$ cat src/rtl/wash_processor_ng.sv
// wash_processor_ng: instruction processor for the washing register machine.
// Fetches 32-bit words (imm[31:16], reg[15:8], opcode[7:0]) from an external
// program store at pc and sequences timed actuator ops, register ops, jumps.
// Optional call/return stack built when WASH_PROC_STACK_EN is defined.
//
// Ports:
//   clk, rst (sync, active-high), ena (low = pause)
//   instr        : instruction word at pc (combinational fetch)
//   pc           : current instruction address
//   ctrl_fill, ctrl_release, ctrl_forward, ctrl_reverse : actuator enables
//   busy         : timed operation in progress
//   halted, err  : halted (normally or on error), halted on illegal condition
module wash_processor_ng #(
    parameter int PC_W        = 8,
    parameter int DATA_W      = 16,
    parameter int REG_CNT     = 4,
    parameter int TICK_CYCLES = 1,
    parameter int STACK_DEPTH = 4
) (
    input  logic            clk,
    input  logic            rst,
    input  logic            ena,
    input  logic [31:0]     instr,
    output logic [PC_W-1:0] pc,
    output logic            ctrl_fill,
    output logic            ctrl_release,
    output logic            ctrl_forward,
    output logic            ctrl_reverse,
    output logic            busy,
    output logic            halted,
    output logic            err
);

    localparam int RIDX_W = (REG_CNT > 1) ? $clog2(REG_CNT) : 1;
    localparam int PS_W   = (TICK_CYCLES > 1) ? $clog2(TICK_CYCLES) : 1;

    localparam logic [7:0] OP_HALT = 8'h00;
    localparam logic [7:0] OP_WAIT = 8'h01;
    localparam logic [7:0] OP_FILL = 8'h02;
    localparam logic [7:0] OP_REL  = 8'h03;
    localparam logic [7:0] OP_FWD  = 8'h04;
    localparam logic [7:0] OP_REV  = 8'h05;
    localparam logic [7:0] OP_SET  = 8'h11;
    localparam logic [7:0] OP_DEC  = 8'h12;
    localparam logic [7:0] OP_JZ   = 8'h21;
    localparam logic [7:0] OP_JNZ  = 8'h22;
    localparam logic [7:0] OP_JMP  = 8'h23;

    typedef enum logic [1:0] {
        EXEC,
        RUN,
        HALT
    } state_t;

    state_t            state_q;
    logic [PC_W-1:0]   pc_q;
    logic [DATA_W-1:0] regs_q [REG_CNT];
    logic [15:0]       tick_q;
    logic [PS_W-1:0]   pre_q;
    // One-hot actuator select: [0] fill, [1] release, [2] forward, [3] reverse
    logic [3:0]        act_q;
    logic              busy_q;
    logic              halted_q;
    logic              err_q;

    logic [15:0]       imm;
    logic [7:0]        rfield;
    logic [7:0]        op;
    logic [RIDX_W-1:0] rsel;
    logic              reg_ok;
    logic [DATA_W-1:0] rval;
    logic              rzero;
    logic [PC_W-1:0]   pc_inc;
    logic [PC_W-1:0]   pc_imm;
    logic              pre_last;
    logic [3:0]        act_dec;

    assign imm    = instr[31:16];
    assign rfield = instr[15:8];
    assign op     = instr[7:0];
    assign rsel   = rfield[RIDX_W-1:0];
    // 9-bit compare so REG_CNT=256 never flags an index as illegal
    assign reg_ok = ({1'b0, rfield} < 9'(REG_CNT));
    assign rval   = regs_q[rsel];
    assign rzero  = (rval == '0);
    assign pc_inc = pc_q + PC_W'(1);
    assign pc_imm = PC_W'(imm);
    // Last clock of the current duration tick
    assign pre_last = (pre_q == PS_W'(TICK_CYCLES - 1));

    always_comb begin
        act_dec = 4'b0000;
        unique case (op)
            OP_FILL: act_dec = 4'b0001;
            OP_REL:  act_dec = 4'b0010;
            OP_FWD:  act_dec = 4'b0100;
            OP_REV:  act_dec = 4'b1000;
            default: act_dec = 4'b0000;
        endcase
    end

`ifdef WASH_PROC_STACK_EN
    localparam logic [7:0] OP_CALL = 8'h24;
    localparam logic [7:0] OP_RET  = 8'h25;
    localparam int SP_W = $clog2(STACK_DEPTH + 1);
    localparam int SI_W = (STACK_DEPTH > 1) ? $clog2(STACK_DEPTH) : 1;

    logic [PC_W-1:0] stk_q [STACK_DEPTH];
    logic [SP_W-1:0] sp_q;
    logic [SP_W-1:0] sp_dec;
    logic            stk_full;
    logic            stk_empty;

    assign sp_dec    = sp_q - SP_W'(1);
    assign stk_full  = (sp_q == SP_W'(STACK_DEPTH));
    assign stk_empty = (sp_q == '0);
`endif

    always_ff @(posedge clk) begin
        if (rst) begin
            state_q  <= EXEC;
            pc_q     <= '0;
            tick_q   <= '0;
            pre_q    <= '0;
            act_q    <= '0;
            busy_q   <= 1'b0;
            halted_q <= 1'b0;
            err_q    <= 1'b0;
            for (int i = 0; i < REG_CNT; i++) begin
                regs_q[i] <= '0;
            end
`ifdef WASH_PROC_STACK_EN
            sp_q <= '0;
`endif
        end else if (ena) begin
            unique case (state_q)
                EXEC: begin
                    unique case (op)
                        OP_HALT: begin
                            state_q  <= HALT;
                            halted_q <= 1'b1;
                        end
                        OP_WAIT, OP_FILL, OP_REL, OP_FWD, OP_REV: begin
                            if (imm != 16'd0) begin
                                tick_q  <= imm;
                                pre_q   <= '0;
                                act_q   <= act_dec;
                                busy_q  <= 1'b1;
                                state_q <= RUN;
                            end else begin
                                pc_q <= pc_inc;
                            end
                        end
                        OP_SET, OP_DEC, OP_JZ, OP_JNZ: begin
                            if (!reg_ok) begin
                                state_q  <= HALT;
                                halted_q <= 1'b1;
                                err_q    <= 1'b1;
                            end else if (op == OP_SET) begin
                                regs_q[rsel] <= DATA_W'(imm);
                                pc_q         <= pc_inc;
                            end else if (op == OP_DEC) begin
                                regs_q[rsel] <= rzero ? rval
                                                      : rval - DATA_W'(1);
                                pc_q         <= pc_inc;
                            end else if (rzero == (op == OP_JZ)) begin
                                pc_q <= pc_imm;
                            end else begin
                                pc_q <= pc_inc;
                            end
                        end
                        OP_JMP: begin
                            pc_q <= pc_imm;
                        end
`ifdef WASH_PROC_STACK_EN
                        OP_CALL: begin
                            if (stk_full) begin
                                state_q  <= HALT;
                                halted_q <= 1'b1;
                                err_q    <= 1'b1;
                            end else begin
                                stk_q[sp_q[SI_W-1:0]] <= pc_inc;
                                sp_q                  <= sp_q + SP_W'(1);
                                pc_q                  <= pc_imm;
                            end
                        end
                        OP_RET: begin
                            if (stk_empty) begin
                                state_q  <= HALT;
                                halted_q <= 1'b1;
                                err_q    <= 1'b1;
                            end else begin
                                pc_q <= stk_q[sp_dec[SI_W-1:0]];
                                sp_q <= sp_dec;
                            end
                        end
`endif
                        default: begin
                            state_q  <= HALT;
                            halted_q <= 1'b1;
                            err_q    <= 1'b1;
                        end
                    endcase
                end
                RUN: begin
                    if (pre_last) begin
                        pre_q  <= '0;
                        tick_q <= tick_q - 16'd1;
                        // Final tick: actuator drops on the edge pc advances
                        if (tick_q == 16'd1) begin
                            act_q   <= '0;
                            busy_q  <= 1'b0;
                            pc_q    <= pc_inc;
                            state_q <= EXEC;
                        end
                    end else begin
                        pre_q <= pre_q + PS_W'(1);
                    end
                end
                HALT: begin
                    state_q <= HALT;
                end
                default: begin
                    state_q <= HALT;
                end
            endcase
        end
    end

    // Pause forces actuators off in the same cycle without losing state
    assign ctrl_fill    = act_q[0] & ena;
    assign ctrl_release = act_q[1] & ena;
    assign ctrl_forward = act_q[2] & ena;
    assign ctrl_reverse = act_q[3] & ena;
    assign pc           = pc_q;
    assign busy         = busy_q;
    assign halted       = halted_q;
    assign err          = err_q;

endmodule

$ cat config.mk
export PLATFORM = sky130hd
export DESIGN_NAME = wash_processor_ng
export DESIGN_NICKNAME = d
export VERILOG_FILES = /design/src/rtl/wash_processor_ng.sv
export SDC_FILE = /design/constraint.sdc
export NUM_CORES = 1
export LEC_CHECK = 0
export ABC_AREA = 1
export CAP_MARGIN = 20
export CORE_ASPECT_RATIO = 2
export CORE_UTILIZATION = 33
export CTS_BUF_LIST = sky130_fd_sc_hd__clkbuf_8
export DETAILED_ROUTE_END_ITERATION = 6
export MAX_ROUTING_LAYER = met4
export PLACE_DENSITY = 0.59
export SLEW_MARGIN = 25
export SYNTH_ARGS = -nofsm -noshare
export SYNTH_HDL_FRONTEND = slang
export SYNTH_SLANG_ARGS = --single-unit
export TNS_END_PERCENT = 1
$ cat constraint.sdc
create_clock -name clk -period 4.21 [get_ports clk]
set_clock_uncertainty 0.05 [all_clocks]
set_input_delay 0.842 -clock clk [delete_from_list [all_inputs] [get_ports clk]]
set_output_delay 0.842 -clock clk [all_outputs]
set_load 0.05 [all_outputs]
# Word level (Yosys, flattened, before mapping)
# Memories as Yosys holds them, arrays and structs flattened.
# Cells that the tools add are included.
[word_totals] register_bits=34 ramBits=64 output_inout_bits=15 wordCells=121 memories=1
[classes] add_sub_neg=4 order_cmp=1 eq_ne=24 n_mux=59 n_bitwise=7 reduce_logical=17
[memory_table] name="regs_q" words=4 word_bits=16 read_ports=1 rd_clocked_by_memory_dff=0 write_ports=4 line_no="57" source="logic [DATA_W-1:0] regs_q [REG_CNT];"
[op_table] op="16-bit two-way mux" count=6
[op_table] op="8-bit two-way mux" count=7
[op_table] op="16-bit one-hot mux with 2 select lines" count=1
[op_table] op="16-bit by 1-bit subtractor with 16-bit output, second input constant" count=2
[op_table] op="1-bit two-way mux" count=26
[op_table] op="8-bit by 6-bit equality test with 1-bit output, second input constant" count=3
[op_table] op="8-bit one-hot mux with 3 select lines" count=1
[op_table] op="16-bit by 1-bit equality test with 1-bit output, second input constant" count=1
[op_table] op="8-bit by 2-bit equality test with 1-bit output, second input constant" count=2
[op_table] op="8-bit by 3-bit equality test with 1-bit output, second input constant" count=2
[op_table] op="8-bit by 5-bit equality test with 1-bit output, second input constant" count=2
[op_table] op="16-bit logical NOT" count=1
[op_table] op="4-bit two-way mux" count=4
[op_table] op="4-bit one-hot mux with 4 select lines" count=1
[op_table] op="8-bit one-hot mux with 2 select lines" count=1
[op_table] op="16-bit nonzero test" count=1
[op_table] op="16-bit OR reduction" count=1
[op_table] op="3-bit != test, second input constant" count=4
[op_table] op="4-bit AND reduction" count=3
[op_table] op="6-bit AND reduction" count=2
[op_table] op="2-bit two-way mux" count=5
[op_table] op="2-bit != test, second input constant" count=5
[op_table] op="8-bit by 1-bit adder with 8-bit output, second input constant" count=1
[op_table] op="8-bit by 1-bit equality test with 1-bit output, second input constant" count=1
[op_table] op="other kinds (22)" count=29

# Longest topological paths before layout
[depth] word_depth=12 mapped_depth=20 ltp_nobuf=17

# Worst setup path before layout
# No wires, ideal clock.
[synth_path] path_type="in2reg" startpoint="input instr[7]" endpoint="memory regs_q[3][0] (enable)" setup_time_ns=0.394 arrival_time_ns=2.786 required_time_ns=3.766 slack_ns=0.979 cell_stages=8 n_path_buf=1 path_cell_list="nor2_1 nand3_1 nor4_2 inv_1 nor2_2 inv_2 buf_2 a21oi_1"
[synth_lines] element="start: declaration" line_no="23" source="input logic [31:0] instr,"
[synth_lines] element="end: declaration" line_no="57"

==> results.json <==
{
  "status": "finished clean",
  "die_x_um": 98.2,
  "synthCells": 836,
  "slew-limit-headroom_pct": 57.9,
  "drive_above_1_share_pct": 11.2,
  "cts_sinks": 97,
  "fin_crit_ps": 3450,
  "synth_seq_cells": 97,
  "worst_pin_slew_ps": 629,
  "post-cts-setup-buffers": 0,
  "grt_pass1_wl_um": 29400,
  "hold_violations": 0,
  "cp.required_ps": 4290,
  "drcViolationCount": 0,
  "rsz0062_at_grt": "false",
  "clk_latency_ps": 390,
  "async_reset_ff_share_pct": 0,
  "powerDensity_mw_per_mm2": 298,
  "fin_crit_sh_pct": 81.9,
  "cts_root_buf": "clkbuf_8",
  "via_per_inst": 5.15,
  "postRouteAntennaNets": 0,
  "finish.utilization_pct": 38.8,
  "fin_setup_tns_ps": 0,
  "synth_common_cells": "nand2_1 (231), nor2_1 (150), inv_1 (84)",
  "gr-total-overflow": 0,
  "antenna_found_initial": 0,
  "vias": 5724,
  "max_freq_mhz": 290,
  "cts_buffers": 9,
  "portBuffers": 49,
  "cp_data_arrival_time_ps": 3530,
  "cts_resized": 0,
  "dp.cells": 1095,
  "start_util_pct": 33.5,
  "tritoncts": "built",
  "nets": 929,
  "synth_area_leaders": "edfxtp_1 (31%), nand2_1 (14%), dfxtp_1 (11%)",
  "clockBufferDepth": 2,
  "synth.most_common_cell": "nand2_1",
  "drt-total-wl_um": 19000,
  "synth_top_area_cell": "edfxtp_1",
  "die-area_sq_mm": 0.0191,
  "syn_avg_cell_area_sq_um": 7.30,
  "clk_pin_slew_worst_paths_ps": 90,
  "synth_top_area_share_pct": 31.5,
  "pin_count": 50,
  "ctsHoldBuffers": 0,
  "fp-row-count": 70,
  "syn_area_sq_mm": 0.00610,
  "wl_per_cell_um": 17.1,
  "num-fill-cells": 1899,
  "diodes": 0,
  "hold_class": "reg -> reg",
  "leakage_uw": 0.00293,
  "endpoint_kind": "flop",
  "track_usage_pct": 21.1,
  "die_y_um": 194,
  "crit_type": "in -> reg",
  "whs_path_depth": 2,
  "drt_iter0_drc": 311,
  "setup_viol": 0,
  "ys.flop_type": "edfxtp_1",
  "detailed_place_hpwl_um": 14700,
  "htreeDepth": 3,
  "path_max_fanout": 14,
  "area_growth_pct": 16.0,
  "grt_max_degree": 23,
  "final_cells": 1111,
  "crit_path_start_kind": "input port",
  "rr_worst_depth": 8,
  "drv_cap": 0,
  "report.final.slew_viol_count": 0,
  "synth_edf_count": 64,
  "firstDrtPassIters": 5,
  "grt_pass1_vias": 5785,
  "fp.coreArea_sq_mm": 0.0182,
  "yosysWarnings": 0,
  "ys_seq_area_share_pct": 42.3,
  "syn_nets": 875,
  "peakVddDrop_mv": 0.140,
  "yosys.cell_types.count": 47,
  "routabilityCongestion": 0.963
}
==> metal layers <==
metal | GRT usage [%] | share of wire, % | vias to the layer above
met1 | 17.4 | 33 | 2684
met5 | - | 0 | -
met4 | 13.3 | 6.2 | 0
li1 | - | - | 2804
met2 | 42.6 | 58 | 160
met3 | 2.27 | 2.7 | 76
==> final cells by class <==
cell class | count | area (sq um) | share of cell area (%)
Clock buffer | 9 | 124 | 1.75
Clock inverter | 7 | 87.6 | 1.24
Inverter | 94 | 359 | 5.08
Multi-Input combinational cell | 616 | 2980 | 42.1
Sequential cell | 97 | 2580 | 36.5
Tap cell | 216 | 270 | 3.82
Timing Repair Buffer | 72 | 676 | 9.55
==> cells in the final DEF, fill, tap and decap left out, types with 3 or more instances in the layout <==
cell	synthesis	final
a21oi_2	8	9
edfxtp_1	64	64
xor2_1	8	8
nor2_2	6	6
dfxtp_1	33	33
nand3_1	66	66
ha_1	4	4
nor4_1	4	4
inv_2	6	6
a31oi_1	7	7
nand4_1	10	10
clkbuf_8	0	9
o21ai_0	28	28
nor2_1	150	150
o21bai_1	5	5
nand3_2	8	8
nand2_2	13	13
xnor2_1	3	3
nor3_1	5	5
clkdlybuf4s50_1	0	49
buf_4	4	22
o21ai_1	4	4
nor2_4	5	5
a21oi_1	26	25
nand2_1	231	231
nand2_4	3	3
o211ai_1	3	3
inv_1	84	87
==> metrics by stage <==
step	power, uW	hold WS, ps	cell area, sq um	setup WS [ps]
after floorplan	1330	389	6100	979
after global placement	1460	390	6860	438
after detailed placement	1460	396	6860	371
after CTS	2130	409	7080	774
after global routing	2190	425	7080	453
final	2110	409	7080	762
==> where the power goes <==
| part | switching, uW | internal (uW) |
|---|---|---|
| Sequential | 18.4 | 1050 |
| Clock | 339 | 331 |
| Combinational | 249 | 127 |
| Total | 606 | 1500 |
==> worst max-delay path, cell delays in order <==
cell and delay, ps:
clkdlybuf4s50_1 590, inv_4 230, nand2_1 80, a32oi_1 320
inv_1 90, ha_1 230, inv_1 100, a21oi_2 60
nand2_2 90, nor2_4 50, nand2_4 80, nand2_1 110
nor2_1 210, nand3_1 100, nand2_1 70, nand3_1 70
nand2_1 150, nor2_1 60
==> state kept, by name (all words and copies together) (netlist names) <==
signal,flops
halted,1
state_q,2
pc,8
act_q,4
tick_q,16
err,1
busy,1
regs_q,64
==> path summary, 6_finish.rpt <==
kind                           startpoint                           to  slack [ps]
setup / recovery                 instr[8]  regs_q[1][13]$_SDFFCE_PN0P_         760
hold / removal           err$_SDFFE_PP0P_             err$_SDFFE_PP0P_         410
setup reg to reg  state_q[1]$_SDFFE_PP0P_      regs_q[3][12]$_DFFE_PP_        1560
hold reg to reg          err$_SDFFE_PP0P_             err$_SDFFE_PP0P_         410
==> cells by family after synthesis <==
family / synth area share, %
adders and majority gates: 0.820
xor gates and xnor gates: 1.85
buffers and inverters: 8.96
AOI/OAI and AO/OA: 9.25
and+or+nand+nor: 36.8
DFF: 42.3
No activity file was read; power rests on OpenSTA's default activity.
